<file path="config.mk">
export PLATFORM = sky130hd
export DESIGN_NAME = kgp_fetch_unit
export DESIGN_NICKNAME = d
export VERILOG_FILES = /design/src/rtl/kgp_fetch_unit_pkg.sv /design/src/rtl/kgp_fetch_unit_fifo.sv /design/src/rtl/kgp_fetch_unit.sv
export SDC_FILE = /design/constraint.sdc
export NUM_CORES = 1
export LEC_CHECK = 0
export ABC_AREA = 1
export CAP_MARGIN = 20
export CORE_UTILIZATION = 49
export CTS_BUF_LIST = sky130_fd_sc_hd__clkbuf_4
export CTS_CLUSTER_SIZE = 40
export DETAILED_ROUTE_END_ITERATION = 7
export GPL_TIMING_DRIVEN = 0
export PLACE_DENSITY = 0.88
export SYNTH_ARGS = -nofsm -noshare
export SYNTH_HDL_FRONTEND = slang
export SYNTH_SLANG_ARGS = --single-unit
</file>
<file path="constraint.sdc">
create_clock -name clk -period 3.9 [get_ports clk]
set_input_delay 0.78 -clock clk [delete_from_list [all_inputs] [get_ports clk]]
set_output_delay 0.78 -clock clk [all_outputs]
set_load 0.01 [all_outputs]
</file>
<file path="src/rtl/kgp_fetch_unit_pkg.sv">
// Shared KGP-RISC constants for the fetch stage and controller: NOP encoding,
// default reset PC and instruction field positions.
package kgp_fetch_unit_pkg;

   localparam logic [31:0] NOP_INSTR        = 32'h0000_0000;
   localparam logic [31:0] DEFAULT_RESET_PC = 32'h0000_0000;

   localparam int OPCODE_MSB = 31;
   localparam int OPCODE_LSB = 26;
   localparam int FUNCT_MSB  = 5;
   localparam int FUNCT_LSB  = 0;

   function automatic logic [5:0] opcode_of(input logic [31:0] word);
      return word[OPCODE_MSB:OPCODE_LSB];
   endfunction

   function automatic logic [5:0] funct_of(input logic [31:0] word);
      return word[FUNCT_MSB:FUNCT_LSB];
   endfunction

endpackage

</file>
<file path="src/rtl/kgp_fetch_unit_fifo.sv">
// Fetch queue: small synchronous FIFO of {instr, pc} entries with a flush that
// overrides push and pop. The head is read straight from the entry registers.
module kgp_fetch_fifo
   import kgp_fetch_unit_pkg::*;
#(
   parameter int DEPTH = 2,
   parameter int W     = 64
) (
   input  logic                       clk,
   input  logic                       reset,
   input  logic                       push,
   input  logic                       pop,
   input  logic                       flush,
   input  logic [W-1:0]               wdata,
   output logic [W-1:0]               rdata,
   output logic                       full,
   output logic                       empty,
   output logic [$clog2(DEPTH+1)-1:0] count
);

   localparam int CW = $clog2(DEPTH + 1);
   localparam int PW = (DEPTH > 1) ? $clog2(DEPTH) : 1;

   logic [W-1:0]  mem [DEPTH];
   logic [PW-1:0] wr_ptr_reg;
   logic [PW-1:0] rd_ptr_reg;
   logic [CW-1:0] count_reg;
   logic          do_push;
   logic          do_pop;

   // Pointers wrap explicitly so DEPTH need not be a power of two.
   function automatic logic [PW-1:0] ptr_inc(input logic [PW-1:0] p);
      return (p == PW'(DEPTH - 1)) ? '0 : p + 1'b1;
   endfunction

   assign empty   = (count_reg == '0);
   assign full    = (count_reg == CW'(DEPTH));
   assign count   = count_reg;
   assign do_pop  = pop && !empty && !flush;
   assign do_push = push && !flush && (!full || do_pop);

   always_ff @(posedge clk or negedge reset) begin
      if (!reset) begin
         wr_ptr_reg <= '0;
         rd_ptr_reg <= '0;
         count_reg  <= '0;
      end else if (flush) begin
         wr_ptr_reg <= '0;
         rd_ptr_reg <= '0;
         count_reg  <= '0;
      end else begin
         if (do_push) wr_ptr_reg <= ptr_inc(wr_ptr_reg);
         if (do_pop)  rd_ptr_reg <= ptr_inc(rd_ptr_reg);
         count_reg <= count_reg + CW'(do_push) - CW'(do_pop);
      end
   end

   always_ff @(posedge clk) begin
      if (do_push) mem[wr_ptr_reg] <= wdata;
   end

   assign rdata = mem[rd_ptr_reg];

endmodule

</file>
<file path="src/rtl/kgp_fetch_unit.sv">
// KGP-RISC instruction fetch: owns the PC, issues one-cycle-latency imem reads,
// queues returned words and hands them to decode over valid/ready.
module kgp_fetch_unit
   import kgp_fetch_unit_pkg::*;
#(
   parameter int                ADDR_W   = 32,
   parameter logic [ADDR_W-1:0] RESET_PC = ADDR_W'(DEFAULT_RESET_PC),
   parameter int                PC_STEP  = 4,
   parameter int                DEPTH    = 2
) (
   input  logic              clk,
   input  logic              reset,
   output logic              imem_req,
   output logic [ADDR_W-1:0] imem_addr,
   input  logic              imem_rvalid,
   input  logic [31:0]       imem_rdata,
   input  logic              pcsrc,
   input  logic [ADDR_W-1:0] redirect_pc,
   output logic              instr_valid,
   input  logic              instr_ready,
   output logic [31:0]       instr,
   output logic [ADDR_W-1:0] instr_pc
);

   localparam int W  = 32 + ADDR_W;
   localparam int CW = $clog2(DEPTH + 1);
   localparam int SW = CW + 1;

   logic [ADDR_W-1:0] pc_reg;
   logic [ADDR_W-1:0] req_pc_reg;
   logic              inflight_reg;
   logic              epoch_reg;
   logic              req_epoch_reg;

   logic              pop;
   logic              push;
   logic              issue;
   logic [SW-1:0]     occ_sum;
   logic [W-1:0]      head;
   logic              fifo_full;
   logic              fifo_empty;
   logic [CW-1:0]     fifo_count;

   assign pop     = instr_valid && instr_ready;
   // Words already queued plus the one returning now, minus the one leaving now.
   assign occ_sum = SW'(fifo_count) + SW'(inflight_reg) - SW'(pop);
   assign issue   = !pcsrc && (occ_sum < SW'(DEPTH));

   // Gated by reset so the request drops the instant reset is asserted.
   assign imem_req  = issue && reset;
   assign imem_addr = pc_reg;

   // A response from before the last redirect carries a stale epoch and is dropped.
   assign push = imem_rvalid && inflight_reg && (req_epoch_reg == epoch_reg);

   always_ff @(posedge clk or negedge reset) begin
      if (!reset) begin
         pc_reg        <= RESET_PC;
         req_pc_reg    <= '0;
         inflight_reg  <= 1'b0;
         epoch_reg     <= 1'b0;
         req_epoch_reg <= 1'b0;
      end else begin
         inflight_reg <= issue;
         if (pcsrc) begin
            pc_reg    <= redirect_pc;
            epoch_reg <= ~epoch_reg;
         end else if (issue) begin
            pc_reg        <= pc_reg + ADDR_W'(PC_STEP);
            req_pc_reg    <= pc_reg;
            req_epoch_reg <= epoch_reg;
         end
      end
   end

   kgp_fetch_fifo #(
      .DEPTH (DEPTH),
      .W     (W)
   ) u_fifo (
      .clk   (clk),
      .reset (reset),
      .push  (push),
      .pop   (pop),
      .flush (pcsrc),
      .wdata ({imem_rdata, req_pc_reg}),
      .rdata (head),
      .full  (fifo_full),
      .empty (fifo_empty),
      .count (fifo_count)
   );

   assign instr_valid = !fifo_empty;
   assign instr       = instr_valid ? head[W-1 -: 32] : NOP_INSTR;
   assign instr_pc    = instr_valid ? head[ADDR_W-1:0] : '0;

`ifndef SYNTHESIS
   a_rvalid_matched: assert property (@(posedge clk) disable iff (!reset)
      imem_rvalid |-> inflight_reg)
      else $error("imem_rvalid with no request in flight");

   a_no_overflow: assert property (@(posedge clk) disable iff (!reset)
      !(push && fifo_full && !pop && !pcsrc))
      else $error("fetch queue overflow");
`endif

endmodule

</file>
---- Word-level counts from Yosys, hierarchy flattened ----
Memories as Yosys holds them, arrays and structs flattened.
Cells that the tools add are included.
storage, ports and cells
  memories ................................ 1
  word-level logic and storage cells ...... 52
  RAM bits ................................ 128
  register bits ........................... 71
operators by class
  $add $sub $neg .......................... 7
  bitwise logic cells ..................... 2
  $lt $le $gt $ge ......................... 1
  equality and inequality tests ........... 2
  multiplexer cells ....................... 13
  reduce and logical (&&, ||, !) cells .... 18
memory list
  name        words  bits a word  read ports  clocked after memory_dff  write ports  line                       text
  u_fifo.mem  2      64           1           0                         1            kgp_fetch_unit_fifo.sv:24  logic [W-1:0] mem [DEPTH];
operator list
  kind                     number
  $mux W32                 4
  $add A32 B3 Y32 const B  1
  $logic_and A1 B1 Y1      9
  $mux W1                  8
  $reduce_bool A2 Y1       3
  $add A2 B1 Y3            1
  $logic_not A1 Y1         3
  $lt A3 B2 Y1 const B     1
  $sub A3 B1 Y3            1
  $add A1 B1 Y1 const B    2
  $add A2 B1 Y2            1
  $eq A2 B2 Y1 const B     1
  $logic_not A2 Y1         1
  $mux W2                  1
  $not A1 Y1               2
  $reduce_and A2 Y1        1
  $sub A2 B1 Y2            1
  $eq A1 B1 Y1             1
  $logic_or A1 B1 Y1       1

---- Depth between registers and ports, before layout ----
Gate-level depths: netlist of the first run.
  depth after elaboration ................. 10
  gate-level depth with buffers ........... 14

---- Modules after synthesis ----
A second synthesis of the first run with hierarchy kept.
second synthesis, totals
  cells, all modules ...................... 996
  area, all modules ....................... 9083.7 um2
modules (own cells, without submodules)
  module          seq. area each (um2)  instances  area each (um2)  cells each
  kgp_fetch_fifo  3943.8                1          4913.5           375
  kgp_fetch_unit  1676.6                1          4170.2           621

---- Least setup slack after synthesis of the first run ----
OpenSTA, ideal clock, no wires.
  kind .................................... input -> register
  from .................................... input port pcsrc
  to ...................................... memory u_fifo.mem[0][0], enable pin
  path buffers ............................ 1
  arrival time ............................ 3.937 ns
  path slack .............................. -0.524 ns
  stages .................................. 6
  cell sequence ........................... inv_2 -> buf_4 -> nand3_1 -> nor2_1 -> nand2_1 -> nor2_1
between the ends
  longest elaborated chain between the ends .. 6
  elaborated cells on any way between the ends .. 7
RTL lines
  item                               line                                                  text
  from (decl)                        kgp_fetch_unit.sv:17                                  input logic pcsrc,
  $logic_not A1 Y1 (*)               kgp_fetch_unit_fifo.sv:39, kgp_fetch_unit_fifo.sv:40
  $logic_and A1 B1 Y1                kgp_fetch_unit_fifo.sv:39                             assign do_pop = pop && !empty && !flush;
  $logic_or A1 B1 Y1                 kgp_fetch_unit_fifo.sv:40                             assign do_push = push && !flush && (!full || do_pop);
  $logic_and A1 B1 Y1 (*)            kgp_fetch_unit_fifo.sv:40
  $mux W1 (*)                        kgp_fetch_unit_fifo.sv:59                             if (do_push) mem[wr_ptr_reg] <= wdata;
  $mux W1 (not written as such) (*)  kgp_fetch_unit_fifo.sv:59
  to (decl)                          kgp_fetch_unit_fifo.sv:24
Mark *: on every way between the ends. The rest lies on a longest branch, timed or not.

---- Final worst setup path of the first run ----
  from .................................... input port instr_ready
  to ...................................... output port imem_req
between the ends
  longest elaborated chain between the ends .. 5
RTL lines
  item                 line                  text
  from (decl)          kgp_fetch_unit.sv:20  input logic instr_ready,
  $logic_and A1 B1 Y1  kgp_fetch_unit.sv:44  assign pop = instr_valid && instr_ready;
  $sub A3 B1 Y3        kgp_fetch_unit.sv:46  assign occ_sum = SW'(fifo_count) + SW'(inflight_reg) - SW'(pop);
  $lt A3 B2 Y1         kgp_fetch_unit.sv:47  assign issue = !pcsrc && (occ_sum < SW'(DEPTH));
  $logic_and A1 B1 Y1  kgp_fetch_unit.sv:47
  $logic_and A1 B1 Y1  kgp_fetch_unit.sv:50  assign imem_req = issue && reset;
  to (decl)            kgp_fetch_unit.sv:13  output logic imem_req,
No other way between the ends.

==> results of run 1 <==
[cell type report]
type                            instances  area [sq um]  area share, %
Tap cell                              225           282           2.54
Inverter                               73           274           2.47
Sequential cell                       199          5620           50.7
Multi-Input combinational cell        592          2650           23.9
Clock buffer                           18           135           1.22
Clock inverter                         14           125           1.13
Buffer                                 39           203           1.83
Timing Repair Buffer                  174          1800           16.2
[worst max-delay path: cells and delay by family]
kind / cells / cell delay, ns
adders and majority gates: 2 / 0.82
and+or+nand+nor: 4 / 0.41
buffers and inverters: 5 / 0.95
[Yosys cell counts (all sizes together)]
| library cell | instances | area share [%] |
|---|---|---|
| a21oi | 67 | 3.8 |
| ha | 4 | 0.57 |
| a31oi | 1 | 0.072 |
| nor3 | 1 | 0.057 |
| buf | 27 | 1.7 |
| nand3 | 55 | 3.3 |
| o21ai | 35 | 2.0 |
| edfxtp | 128 | 44 |
| dfrtp | 71 | 20 |
| nand2 | 312 | 14 |
| nor2 | 99 | 4.8 |
| and2 | 1 | 0.072 |
| xnor2 | 1 | 0.10 |
| fa | 1 | 0.23 |
| nand4 | 2 | 0.32 |
| o211ai | 5 | 0.43 |
| inv | 73 | 3.1 |
| xor2 | 8 | 0.80 |
| clkbuf | 12 | 0.52 |
[through the flow]
step                      hold WS [ns]  total power [uW]  instances  setup TNS, ns
after CTS                        0.487              7040       1334              0
after global placement           0.449              5850       1294        -362.24
after detailed placement         0.454              6000       1299         -0.495
final                            0.493              7020       1334              0
after floorplan                  0.442              4650        903         -67.04
after global routing             0.500              7440       1334              0
[report_power, final]
group | switching [uW] | internal (uW)
logic | 1580 | 1180
registers | 448 | 2800
clock network | 690 | 330
total | 2710 | 4310
[routing by layer]
layer	track usage (%)	vias up	routed length, microns
li1	-	3337	-
met1	31.0	3273	8790
met2	40.0	313	10400
met3	4.75	47	1690
met4	10.4	0	590
met5	0	-	0
[logic make-up (layout without fill, tap and decap cells)]
| kind of cell | Yosys count | after routing | share of synthesized area (%) |
|---|---|---|---|
| DFF | 199 | 199 | 64.5 |
| buffers and inverters | 112 | 318 | 5.40 |
| and+or+nand+nor | 470 | 470 | 22.1 |
| xor gates and xnor gates | 9 | 9 | 0.904 |
| adders and majority gates | 5 | 5 | 0.804 |
| AOI/OAI and AO/OA | 108 | 108 | 6.36 |
[timing repair]
item	in CTS	in global routing
hold buffers	1	0
setup endpoints to repair	1	1
resized for setup	6	3
pin swaps	2	0
buffers inserted	2	0
cloned	0	0
endpoints found under the hold margin	10	0
[worst max-delay path by stage]
| stage | endpoint | start | slack (ns) | cells past startpoint |
|---|---|---|---|---|
| after global routing | imem_req | instr_ready | 0.03 | 11 |
| after detailed placement | imem_req | instr_ready | -0.49 | 11 |
| final | imem_req | instr_ready | 0.15 | 11 |
| after floorplan | u_fifo.mem[0][0] | pcsrc | -0.52 | 6 |
| after global placement | u_fifo.mem[0][36] | pcsrc | -2.58 | 7 |
| after CTS | imem_req | instr_ready | 0.05 | 11 |
==> metrics.txt, run 1 <==
status=finished clean; global-route wire length before repair=33100 microns; Post-DRT Antenna Nets=0; deepest clock path buffer count=2; final instance area=11100 sq um; min Tclk post-route=3.75 ns; R2R Path End=req_pc_reg[22]; initial antenna violation count=0; Leakage=0.00442 uW; worst path cell trace=clkdlybuf4s50_1 -> inv_1 -> nor2_2 -> ha_1 -> inv_1 -> nand2_1 -> fa_2 -> nand4_4 -> buf_6 -> nor2_1 -> clkbuf_2; actual slew at the worst max-slew pin=0.667 ns; Layout Nets=1170; Via density=5.22; pwr dens=633 nW/um^2; Vias=6970; Area growth, synth to finish=27.3%; Clock Sinks=199; FMAX=267 MHz; R2R Setup Slk=1.13 ns; Syn Inst Count=903; Worst Min Path Start=req_pc_reg[16]; Routed WL=21400 microns; Hold Path Class=reg -> reg; Core Area=17400 sq um; CTS tree=yes; # diodes=0; slew margin rel.=55.4%; unique cell type count in the Yosys netlist=29; Final Hold Fails=0; worst skew pair latency=0.58 ns; DRT iter0 DRCs=492; CP max FO=10; H-tree depth reported by CTS=4; GRT overflow=0; CTS buffer count=17; Root Driver=clkbuf_4; syn_nets=977; Reg clk slew, reported paths=0.15 ns; I/O Pins=167; DRT Pass-1 Iters=5; max reg flops=128; global router's overall resource usage=24.2%; Avg WL per Cell=16.1 microns; Critical Path Sink Type=output port; fin util=63.9%; Critical Path Max Stage Delay=0.58 ns; register area share after synthesis=64.5%; final setup fails=0; FILL cells=1357; FP Rows=48; Worst EP required=3.12 ns; Final period util=96.0%; Startpoint Class=input port; critical path class=in -> out; cell area after synthesis=8720 sq um; most frequent cells in the layout=nand2_1, clkdlybuf4s50_1, edfxtp_1; max-slew violation count=0; syn avg cell area=9.65 sq um; Setup Skew=0.0251 ns; R2R depth=12; worst hold path depth=0; die area=18300 sq um; most common cell after layout, fill and taps aside=nand2_1; share of layout cells above drive strength 1=8.30%; maximum vdd drop=0.389 mV; pre-CTS WS=-0.495 ns; die span in y=135 microns; Setup WS post-layout=0.155 ns; Starting Density=50.2%; GPL Wtd Cong=0.917; pin count of the biggest net entering global routing=62; Worst Path Arrival=2.97 ns; detailed placement HPWL=15700 microns; Placement Cell Area=10800 sq um; DRC Markers=0; RSZ-0062 raised after global routing=false; worst flop-to-flop path startpoint=u_fifo.count[1]; max cap viols=0; most repeated library cell on the critical path=inv_1; Max stage delay cell, worst path=fa_2; die width=135 microns; Hold Path Sink=u_fifo.mem[0][16]; Yosys reg bits=199; number of synthesis warnings=0; Port Buffer Count=166; vias in the first global route=6463
Note: power is estimated with default switching activity, not from simulation.
==> run 2: changes to the inputs <==
--- a/config.mk
+++ b/config.mk
@@ -13,6 +13,8 @@
 export DETAILED_ROUTE_END_ITERATION = 7
 export GPL_TIMING_DRIVEN = 0
 export PLACE_DENSITY = 0.88
+export SETUP_SLACK_MARGIN = 0.05
 export SYNTH_ARGS = -nofsm -noshare
 export SYNTH_HDL_FRONTEND = slang
 export SYNTH_SLANG_ARGS = --single-unit
+export TNS_END_PERCENT = 10
==> run 2 against run 1 <==
Compared with the run above:
- sequential share of layout area is the same
- critical path depth unchanged
- via count rose by 0.42%
- cell count did not move
- routed wire length is 0.13% lower
- combinational power is essentially flat
- design area stayed put
- setup slack better by 0.020 ns
- sequential power hardly changed
- clock power is essentially flat
- highest routed layer unchanged
==> metrics.txt, run 2 (same netlist as run 1, synthesis figures left out) <==
status=finished clean (unchanged); R2R depth=12 (unchanged); die area=18300 sq um (unchanged); H-tree depth reported by CTS=4 (unchanged); CTS tree=yes (unchanged); Avg WL per Cell=16.0 microns (was 16.1 microns); FILL cells=1357 (unchanged); DRC Markers=0 (unchanged); Starting Density=50.2% (unchanged); slew margin rel.=55.7% (was 55.4%); detailed placement HPWL=15700 microns (unchanged); Placement Cell Area=10800 sq um (unchanged); GPL Wtd Cong=0.917 (unchanged); max cap viols=0 (unchanged); Setup Skew=0.0244 ns (was 0.0251 ns); max reg flops=128 (unchanged); Worst Min Path Start=req_pc_reg[16] (unchanged); deepest clock path buffer count=2 (unchanged); Routed WL=21400 microns (about the same); Core Area=17400 sq um (unchanged); # diodes=0 (unchanged); Layout Nets=1170 (unchanged); DRT Pass-1 Iters=5 (unchanged); max-slew violation count=0 (unchanged); Hold Path Class=reg -> reg (unchanged); Clock Sinks=199 (unchanged); Setup crit start=instr_ready (unchanged); most common cell after layout, fill and taps aside=nand2_1 (unchanged); worst skew pair latency=0.59 ns (was 0.58 ns); Final Hold Fails=0 (unchanged); Hold WS=0.493 ns (about the same); R2R Setup Slk=1.15 ns (was 1.13 ns); die width=135 microns (unchanged); Finished Layout Cells=1334 (unchanged); pin count of the biggest net entering global routing=62 (unchanged); Leakage=0.00442 uW (about the same); DRT iter0 DRCs=495 (was 492); CP max FO=10 (unchanged); Root Driver=clkbuf_4 (unchanged); I/O Pins=167 (unchanged); min Tclk post-route=3.73 ns (was 3.75 ns); Vias=6999 (was 6970); most frequent cells in the layout=nand2_1, clkdlybuf4s50_1, edfxtp_1 (unchanged); final setup fails=0 (unchanged); critical path class=in -> out (unchanged); Critical Path Sink Type=output port (unchanged); Worst Path Arrival=2.95 ns (was 2.97 ns); vias in the first global route=6463 (unchanged); maximum vdd drop=0.388 mV (was 0.389 mV); fin util=63.9% (unchanged); worst flop-to-flop path startpoint=u_fifo.count[1] (unchanged); pwr dens=633 nW/um^2 (about the same); Startpoint Class=input port (unchanged); worst hold path depth=0 (unchanged); final instance area=11100 sq um (unchanged); initial antenna violation count=0 (unchanged); actual slew at the worst max-slew pin=0.662 ns (was 0.667 ns); Port Buffer Count=166 (unchanged); die span in y=135 microns (unchanged); Reg clk slew, reported paths=0.15 ns (about the same); Area growth, synth to finish=27.3% (unchanged); placed cell count=1299 (unchanged); FMAX=268 MHz (was 267 MHz); global-route wire length before repair=33100 microns (unchanged); Via density=5.25 (was 5.22); RSZ-0062 raised after global routing=false (unchanged); Final period util=95.5% (was 96.0%); FP Rows=48 (unchanged); Post-DRT Antenna Nets=0 (unchanged); CTS buffer count=17 (unchanged); Worst EP required=3.12 ns (about the same); global router's overall resource usage=24.2% (unchanged); share of layout cells above drive strength 1=8.30% (unchanged); GRT overflow=0 (unchanged)
[run 2: worst paths after layout]
path / end
min reg2reg: u_fifo.mem[0][16]
min in group asynchronous: req_pc_reg[3]
max in group asynchronous: u_fifo.rd_ptr_reg
max: imem_req
max reg2reg: req_pc_reg[22]
min: u_fifo.mem[0][16]
[run 2: per-layer routing]
layer	share of wire, %	global-route usage [%]	vias to the layer above
met3	8.0	4.75	49
met1	41	31.0	3303
met2	48	40.0	304
met4	3.0	10.4	0
li1	-	-	3343
met5	0	0	-
[run 2: metrics by stage]
stage / setup slack, ns / setup TNS, ns / total power, uW
detailed placement: -0.495 / -0.495 / 6000
finish: 0.175 / 0 / 7030
floorplan: -0.524 / -67.04 / 4650
global placement: -2.58 / -362.24 / 5850
global route: 0.0524 / 0 / 7440
CTS: 0.0546 / 0 / 7040
[run 2: area by class of cell]
class	instances	area, sq um	area share [%]
tap	225	282	2.54
clock buffer	18	135	1.22
inverter	73	274	2.47
buffer	39	203	1.83
multi-input combinational	592	2650	23.9
timing repair buffer	174	1800	16.2
clock inverter	14	125	1.13
sequential	199	5620	50.7
[run 2: critical path, stage by stage]
cell	delay, ns
clkdlybuf4s50_1	0.51
inv_1	0.08
nor2_2	0.15
ha_1	0.24
inv_1	0.06
nand2_1	0.06
fa_2	0.57
nand4_4	0.09
buf_6	0.17
nor2_1	0.10
clkbuf_2	0.14
[run 2: power breakdown]
| group | total [uW] | internal, uW | switching (uW) |
|---|---|---|---|
| clock network | 1020 | 329 | 694 |
| registers | 3250 | 2800 | 445 |
| logic | 2760 | 1180 | 1580 |
| total | 7030 | 4310 | 2710 |
[run 2: repair_timing]
item / CTS / global route
setup endpoints to repair: 1 / 1
resized for setup: 6 / 3
cloned: 0 / 0
hold buffers: 1 / 0
buffers inserted: 2 / 0
hold endpoints to repair: 10 / 0
pin swaps: 2 / 1
